===== src/rtl/save_msx_config_pkg.sv =====
// Shared MSX slot-configuration types, header length and the payload-length rule
// used by both the config loader and the config writer.
package MSX;

  localparam int MAX_CONFIG  = 16;
  localparam int MSX_HDR_LEN = 16;

  typedef enum logic [7:0] {
    CONFIG_NONE       = 8'd0,
    CONFIG_RAM        = 8'd1,
    CONFIG_RAM_MAPPER = 8'd2,
    CONFIG_ROM_MIRROR = 8'd3,
    CONFIG_IO_MIRROR  = 8'd4,
    CONFIG_MIRROR     = 8'd5,
    CONFIG_KBD_LAYOUT = 8'd6,
    CONFIG_ROM        = 8'd7,
    CONFIG_FM_PAC     = 8'd8,
    CONFIG_CART       = 8'd9
  } config_typ_t;

  typedef struct packed {
    config_typ_t typ;
    logic [1:0]  slot;
    logic [1:0]  sub_slot;
    logic [7:0]  start_block;
    logic [3:0]  reference;
    logic [7:0]  block_count;
    logic [27:0] store_address;
  } msx_config_t;

  typedef enum logic [2:0] {
    S_IDLE      = 3'd0,
    S_WAIT_PORT = 3'd1,
    S_HEADER    = 3'd2,
    S_NEXT      = 3'd3,
    S_TERM      = 3'd4,
    S_DONE      = 3'd5
  } save_state_t;

  // Mirrors and RAM carry no payload in the image; blocks are 16 KiB each.
  function automatic logic [27:0] payload_len(config_typ_t typ, logic [7:0] block_count);
    case (typ)
      CONFIG_RAM, CONFIG_RAM_MAPPER, CONFIG_ROM_MIRROR,
      CONFIG_IO_MIRROR, CONFIG_MIRROR: payload_len = 28'd0;
      CONFIG_KBD_LAYOUT:               payload_len = 28'h200;
      default:                         payload_len = {6'd0, block_count, 14'd0};
    endcase
  endfunction

endpackage


===== src/rtl/save_msx_config_header_byte.sv =====
// Combinational selector for one byte of the 16-byte "MSX" block header.
module msx_config_header_byte
  import MSX::*;
(
  input  msx_config_t entry,
  input  logic [1:0]  msx_type,
  input  logic [3:0]  byte_idx,
  output logic [7:0]  hdr_byte
);

  // The store address only positions the header; it is never part of its content.
  logic [27:0] unused_store;
  assign unused_store = entry.store_address;

  always_comb begin
    case (byte_idx)
      4'd0:    hdr_byte = 8'h4D;
      4'd1:    hdr_byte = 8'h53;
      4'd2:    hdr_byte = 8'h58;
      4'd3:    hdr_byte = {6'd0, msx_type};
      4'd4:    hdr_byte = {6'd0, entry.slot};
      4'd5:    hdr_byte = {6'd0, entry.sub_slot};
      4'd6:    hdr_byte = entry.start_block;
      4'd7:    hdr_byte = entry.typ;
      4'd8:    hdr_byte = {4'd0, entry.reference};
      4'd9:    hdr_byte = entry.block_count;
      default: hdr_byte = 8'h00;
    endcase
  end

endmodule


===== src/rtl/save_msx_config.sv =====
// Serialises the slot-configuration table into MSX header blocks over the DDR3 byte port.
// Optional zero terminator block: define SAVE_MSX_CONFIG_TERMINATOR_EN.
module save_msx_config
  import MSX::*;
(
  input  logic              clk,
  input  logic              reset_n,
  input  logic              save_request,
  input  logic [1:0]        msx_type,
  input  msx_config_t       msx_config [MAX_CONFIG],
  input  logic              ddr3_ready,
  output logic [27:0]       ddr3_addr,
  output logic [7:0]        ddr3_din,
  output logic              ddr3_wr,
  output logic              ddr3_request,
  output logic              save_busy,
  output logic              save_done,
  output logic [27:0]       image_size
);

  localparam logic [3:0] LAST_IDX = 4'(MAX_CONFIG - 1);

  save_state_t state_q, state_d;
  logic [3:0]  cnt_q, cnt_d, byte_q, byte_d;
  logic [27:0] end_q, end_d, addr_q, addr_d, size_q, size_d;
  logic [7:0]  din_q, din_d;
  logic        wr_q, wr_d, req_q, busy_d, done_q, done_d, abort_q;

  msx_config_t entry_s;
  logic [7:0]  hdr_byte_s;
  logic [27:0] hdr_end_s;
  logic        issue_s, ack_s;

  assign entry_s   = msx_config[cnt_q];
  assign hdr_end_s = entry_s.store_address + payload_len(entry_s.typ, entry_s.block_count);
  assign issue_s   = ddr3_ready && !wr_q;
  assign ack_s     = ddr3_ready && wr_q;

  msx_config_header_byte u_hdr (
    .entry    (entry_s),
    .msx_type (msx_type),
    .byte_idx (byte_q),
    .hdr_byte (hdr_byte_s)
  );

  always_comb begin
    state_d = state_q;
    cnt_d   = cnt_q;
    byte_d  = byte_q;
    end_d   = end_q;
    addr_d  = addr_q;
    din_d   = din_q;
    wr_d    = wr_q;
    size_d  = size_q;
    done_d  = 1'b0;
    case (state_q)
      S_IDLE: begin
        if (save_request) begin
          cnt_d   = 4'd0;
          byte_d  = 4'd0;
          end_d   = 28'd0;
          state_d = S_WAIT_PORT;
        end
      end
      S_WAIT_PORT: begin
        if (ddr3_ready) begin
          byte_d  = 4'd0;
          state_d = S_HEADER;
        end
      end
      S_HEADER: begin
        if (entry_s.typ == CONFIG_NONE) begin
          state_d = S_NEXT;
        end else if (ack_s) begin
          wr_d = 1'b0;
          if (byte_q == 4'hF) begin
            byte_d  = 4'd0;
            state_d = S_NEXT;
            if (hdr_end_s > end_q) end_d = hdr_end_s;
          end else begin
            byte_d = byte_q + 4'd1;
          end
        end else if (issue_s) begin
          wr_d   = 1'b1;
          addr_d = entry_s.store_address - 28'(MSX_HDR_LEN) + {24'd0, byte_q};
          din_d  = hdr_byte_s;
        end
      end
      S_NEXT: begin
        if (cnt_q == LAST_IDX) begin
`ifdef SAVE_MSX_CONFIG_TERMINATOR_EN
          state_d = S_TERM;
`else
          state_d = S_DONE;
`endif
        end else begin
          cnt_d   = cnt_q + 4'd1;
          state_d = S_WAIT_PORT;
        end
      end
`ifdef SAVE_MSX_CONFIG_TERMINATOR_EN
      S_TERM: begin
        if (ack_s) begin
          wr_d = 1'b0;
          if (byte_q == 4'hF) begin
            byte_d  = 4'd0;
            end_d   = end_q + 28'(MSX_HDR_LEN);
            state_d = S_DONE;
          end else begin
            byte_d = byte_q + 4'd1;
          end
        end else if (issue_s) begin
          wr_d   = 1'b1;
          addr_d = end_q + {24'd0, byte_q};
          din_d  = 8'h00;
        end
      end
`endif
      S_DONE: begin
        size_d  = end_q;
        done_d  = 1'b1;
        state_d = S_IDLE;
      end
      default: state_d = S_IDLE;
    endcase
    busy_d = (state_d != S_IDLE);
  end

  // A reset that aborts a save leaves the last published image_size intact.
  always_ff @(posedge clk) begin
    if (!reset_n) begin
      state_q <= S_IDLE;
      cnt_q   <= 4'd0;
      byte_q  <= 4'd0;
      end_q   <= 28'd0;
      addr_q  <= 28'd0;
      din_q   <= 8'h00;
      wr_q    <= 1'b0;
      req_q   <= 1'b0;
      done_q  <= 1'b0;
      abort_q <= req_q | abort_q;
      if (!(req_q | abort_q)) size_q <= 28'd0;
    end else begin
      state_q <= state_d;
      cnt_q   <= cnt_d;
      byte_q  <= byte_d;
      end_q   <= end_d;
      addr_q  <= addr_d;
      din_q   <= din_d;
      wr_q    <= wr_d;
      req_q   <= busy_d;
      done_q  <= done_d;
      size_q  <= size_d;
      abort_q <= 1'b0;
    end
  end

  assign ddr3_addr    = addr_q;
  assign ddr3_din     = din_q;
  assign ddr3_wr      = wr_q;
  assign ddr3_request = req_q;
  assign save_busy    = req_q;
  assign save_done    = done_q;
  assign image_size   = size_q;

endmodule


===== config.mk =====
export PLATFORM = sky130hd
export DESIGN_NAME = save_msx_config
export DESIGN_NICKNAME = d
export VERILOG_FILES = /design/src/rtl/save_msx_config_pkg.sv /design/src/rtl/save_msx_config_header_byte.sv /design/src/rtl/save_msx_config.sv
export SDC_FILE = /design/constraint.sdc
export NUM_CORES = 1
export LEC_CHECK = 0
export CAP_MARGIN = 20
export CORE_AREA = 5 5 400 402
export CTS_CLUSTER_SIZE = 40
export DETAILED_ROUTE_END_ITERATION = 10
export DIE_AREA = 0 0 405 407
export HOLD_SLACK_MARGIN = 0.05
export PLACE_DENSITY = 0.39
export SLEW_MARGIN = 40
export SYNTH_ARGS = -nofsm -noshare
export SYNTH_HDL_FRONTEND = slang
export SYNTH_SLANG_ARGS = --single-unit

===== constraint.sdc =====
create_clock -name clk -period 12.7 [get_ports clk]
set_input_delay 1.905 -clock clk [delete_from_list [all_inputs] [get_ports clk]]
set_output_delay 1.905 -clock clk [all_outputs]
set_load 0.005 [all_outputs]

==> qor.csv <==
metric,value,unit
cts_max_path_buffers,2,
ant_nets,0,
final-setup-viol-count,0,
required,13.02,ns
start_util,8.64,%
final_common_cell,clkdlybuf4s50_1,
io-pin-count,1034,
yosysWarnings,0,
crit_chain,clkdlybuf4s50_1 > mux4_2 > a22oi_1 > nand3_1 > and2_1 > a21oi_1 > nand2_1 > and2_1 > ha_1 > a21o_1 > a21o_1 > a21oi_1 > o21bai_1 > a21oi_1 > a21oi_1 > xor2_1 > ha_1 > and3_1 > nand3_1 > nor3_1 > o31ai_1 > a2111oi_1 > and3_2 > a22o_1,
design_area,26400,um2
dp.final_hpwl,117000,um
power.total,1290,uW
cts_tree,built,
skew,0.00984,ns
setup.worst_path.start,msx_config[834],
grt_pass1_vias,15900,
syn_nets,2119,
path_clk_slew,0.08,ns
rr_endpoint,end_q[6]$_SDFFE_PN0P_,
hold_class,flop to flop,
final_hold_viol_count,0,
post_drt_wl_per_cell,31.3,um
ys.flop_type,dfxtp_1,
synth_edf_count,28,
syn_avg_cell_area,12.2,um2
clkSinkCount,107,
p_per_area,49.0,nW/um2
hold_path_depth,2,
dpl.cell_count,4115,
max_stage_delay,0.66,ns
cts.htree.levels,3,
clkLatencyLatePin,0.38,ns
r2r_cells,24,
routed_wl,130000,um
ys_async_sr_fraction,0,%
nFillCells,17300,
cp_max_fo,27,
dieArea,165000,um2
grt_pass1_wl,164000,um
yosysSeqAreaShare,18.0,%
netlist_area,13500,um2
cts_resized,0,
slew_violations,0,
tightest_slew,0.854,ns
ys_ff_latch,107,
cts_made_buffers,9,
die_w,405,um
run_status,finished clean,
core_area,156000,um2
first_iter_violations,958,
hold_buffers,0,
portBuffers,1033,
period_share,62.9,%
crit_type,input pin to flop,
dr.pass1.iters,5,
rows,145,
setup_tns,0,ns
area_growth,96.4,%
syn_inst,1104,
post_cts_buffers,0,
drive_gt1_share,17.1,%
worstSetupStartpointType,input pin,
cts_root_buf,clkbuf_16,
yosysUniqueCellTypes,73,
track_usage,15.0,%
peakVddDrop,52.2,uV
cp_num_buf_inv,1,
relSlewSlack,42.8,%
antenna_found_initial,103,
final_cell_mix,"clkdlybuf4s50_1, mux4_2, nor2_1, dfxtp_1, ha_1",
min_period,7.99,ns
p_leak,0.00832,uW
crit_slowest_cell,and3_2,
arrival,8.31,ns
place.gp.congestion,0.837,
critPathMostFrequentCell,a21oi_1,
vias_per_cell,3.63,
path_delay_family,compound AO/OA/AOI/OAI gates,
holdWs,0.462,ns
reg2reg_setup_slack,5.19,ns
placed_area,26000,um2
grt.overflow.total,0,
die_y,407,um
route.detailed.drc,0,
endpoint,end_q[6]$_SDFFE_PN0P_,
rsz0062_at_grt,false,
final_net_count,3084,
grt_max_degree,96,
crit_cells,24,
cap_violations,0,
crit_path_end_kind,flop,
clock.fmax,0.125,GHz
timing.rr.start,cnt_q[1]$_SDFFE_PN0P_,
num_vias,15100,
stdcell_count,4151,
layer usage:
metal | part of all wire, % | global-route usage [%] | wire (um) | vias up
li1 | - | - | - | 6538
met1 | 41 | 18.7 | 53800 | 7579
met2 | 48 | 25.6 | 62600 | 732
met3 | 9.2 | 5.64 | 12000 | 153
met4 | 1.0 | 1.68 | 1360 | 48
met5 | 0.23 | 0 | 295 | -
stage by stage:
step | setup WS (ns) | utilization [%]
4_1_cts | 4.49 | 16.9
3_5_place_dp | 4.11 | 16.7
3_3_place_gp | 3.79 | 16.7
2_1_floorplan | 5.69 | -
6_report | 4.71 | 17.0
5_1_grt | 4.15 | 17.0
cell type report:
cell class | count | area, um2 | share of cell area (%)
Tap cell | 2058 | 2570 | 9.74
Antenna cell | 19 | 47.5 | 0.180
Clock inverter | 7 | 90.1 | 0.341
Sequential cell | 107 | 2430 | 9.21
Multi-Input combinational cell | 844 | 10300 | 38.9
Inverter | 47 | 181 | 0.686
Clock buffer | 9 | 225 | 0.852
Timing Repair Buffer | 1060 | 10600 | 40.1
sequential cells by signal, summed over array words and instances, names as in the netlist:
signal and count:
ddr3_request 1, state_q 3, ddr3_addr 28, save_done 1
end_q 28, abort_q 1, image_size 28, cnt_q 4
ddr3_wr 1, byte_q 4, ddr3_din 8
tightest hold or removal path, cell delays in order, from the launching register on:
cell     delay [ns]
dfxtp_1        0.32
nor2_1         0.05
nor2_1         0.07
cell usage after synthesis, types with 8 or more instances:
cell | number | share of area (%)
inv_1 | 45 | 1.3
a211oi_1 | 27 | 1.5
buf_1 | 14 | 0.39
xor2_1 | 16 | 1.0
buf_2 | 36 | 1.3
buf_4 | 8 | 0.45
xnor2_1 | 27 | 1.8
a21oi_1 | 43 | 1.6
edfxtp_1 | 28 | 6.2
o22ai_1 | 8 | 0.37
dfxtp_1 | 79 | 12
ha_1 | 48 | 4.5
and2_1 | 13 | 0.60
mux4_2 | 282 | 47
buf_6 | 14 | 1.2
and3_1 | 8 | 0.37
o21ai_0 | 24 | 0.89
a31oi_1 | 10 | 0.46
clkbuf_1 | 34 | 0.95
a21o_1 | 13 | 0.73
nor2_1 | 91 | 2.5
mux2i_1 | 24 | 1.8
nand3_1 | 20 | 0.74
nor3_1 | 14 | 0.52
a22o_1 | 31 | 2.0
nand4_1 | 8 | 0.37
nor2b_1 | 11 | 0.51
nand2_1 | 38 | 1.1
worst min-delay path by stage:
| stage | endpoint | slack [ns] | start |
|---|---|---|---|
| floorplan | abort_q$_SDFF_PP0_ | 0.43 | abort_q$_SDFF_PP0_ |
| detailed placement | abort_q$_SDFF_PP0_ | 0.45 | abort_q$_SDFF_PP0_ |
| CTS | abort_q$_SDFF_PP0_ | 0.47 | abort_q$_SDFF_PP0_ |
| global route | abort_q$_SDFF_PP0_ | 0.49 | abort_q$_SDFF_PP0_ |
| finish | abort_q$_SDFF_PP0_ | 0.46 | abort_q$_SDFF_PP0_ |
| global placement | abort_q$_SDFF_PP0_ | 0.44 | abort_q$_SDFF_PP0_ |
where the power goes:
group	internal (uW)	switching, uW	total [uW]
Sequential	362	7.90	370
Combinational	391	218	609
Clock	159	156	315
cells by family after synthesis:
| family | count (synthesis) | synth area share (%) |
|---|---|---|
| AND/OR/NAND/NOR | 244 | 9.30 |
| flip-flops | 107 | 18.0 |
| multiplexers | 313 | 49.7 |
| adder cells (fa/ha/maj) | 49 | 4.61 |
| buffers and inverters | 153 | 5.61 |
| AO/OA/AOI/OAI | 195 | 10.0 |
| XOR/XNOR | 43 | 2.80 |
Power figures use the tool's default switching activity.
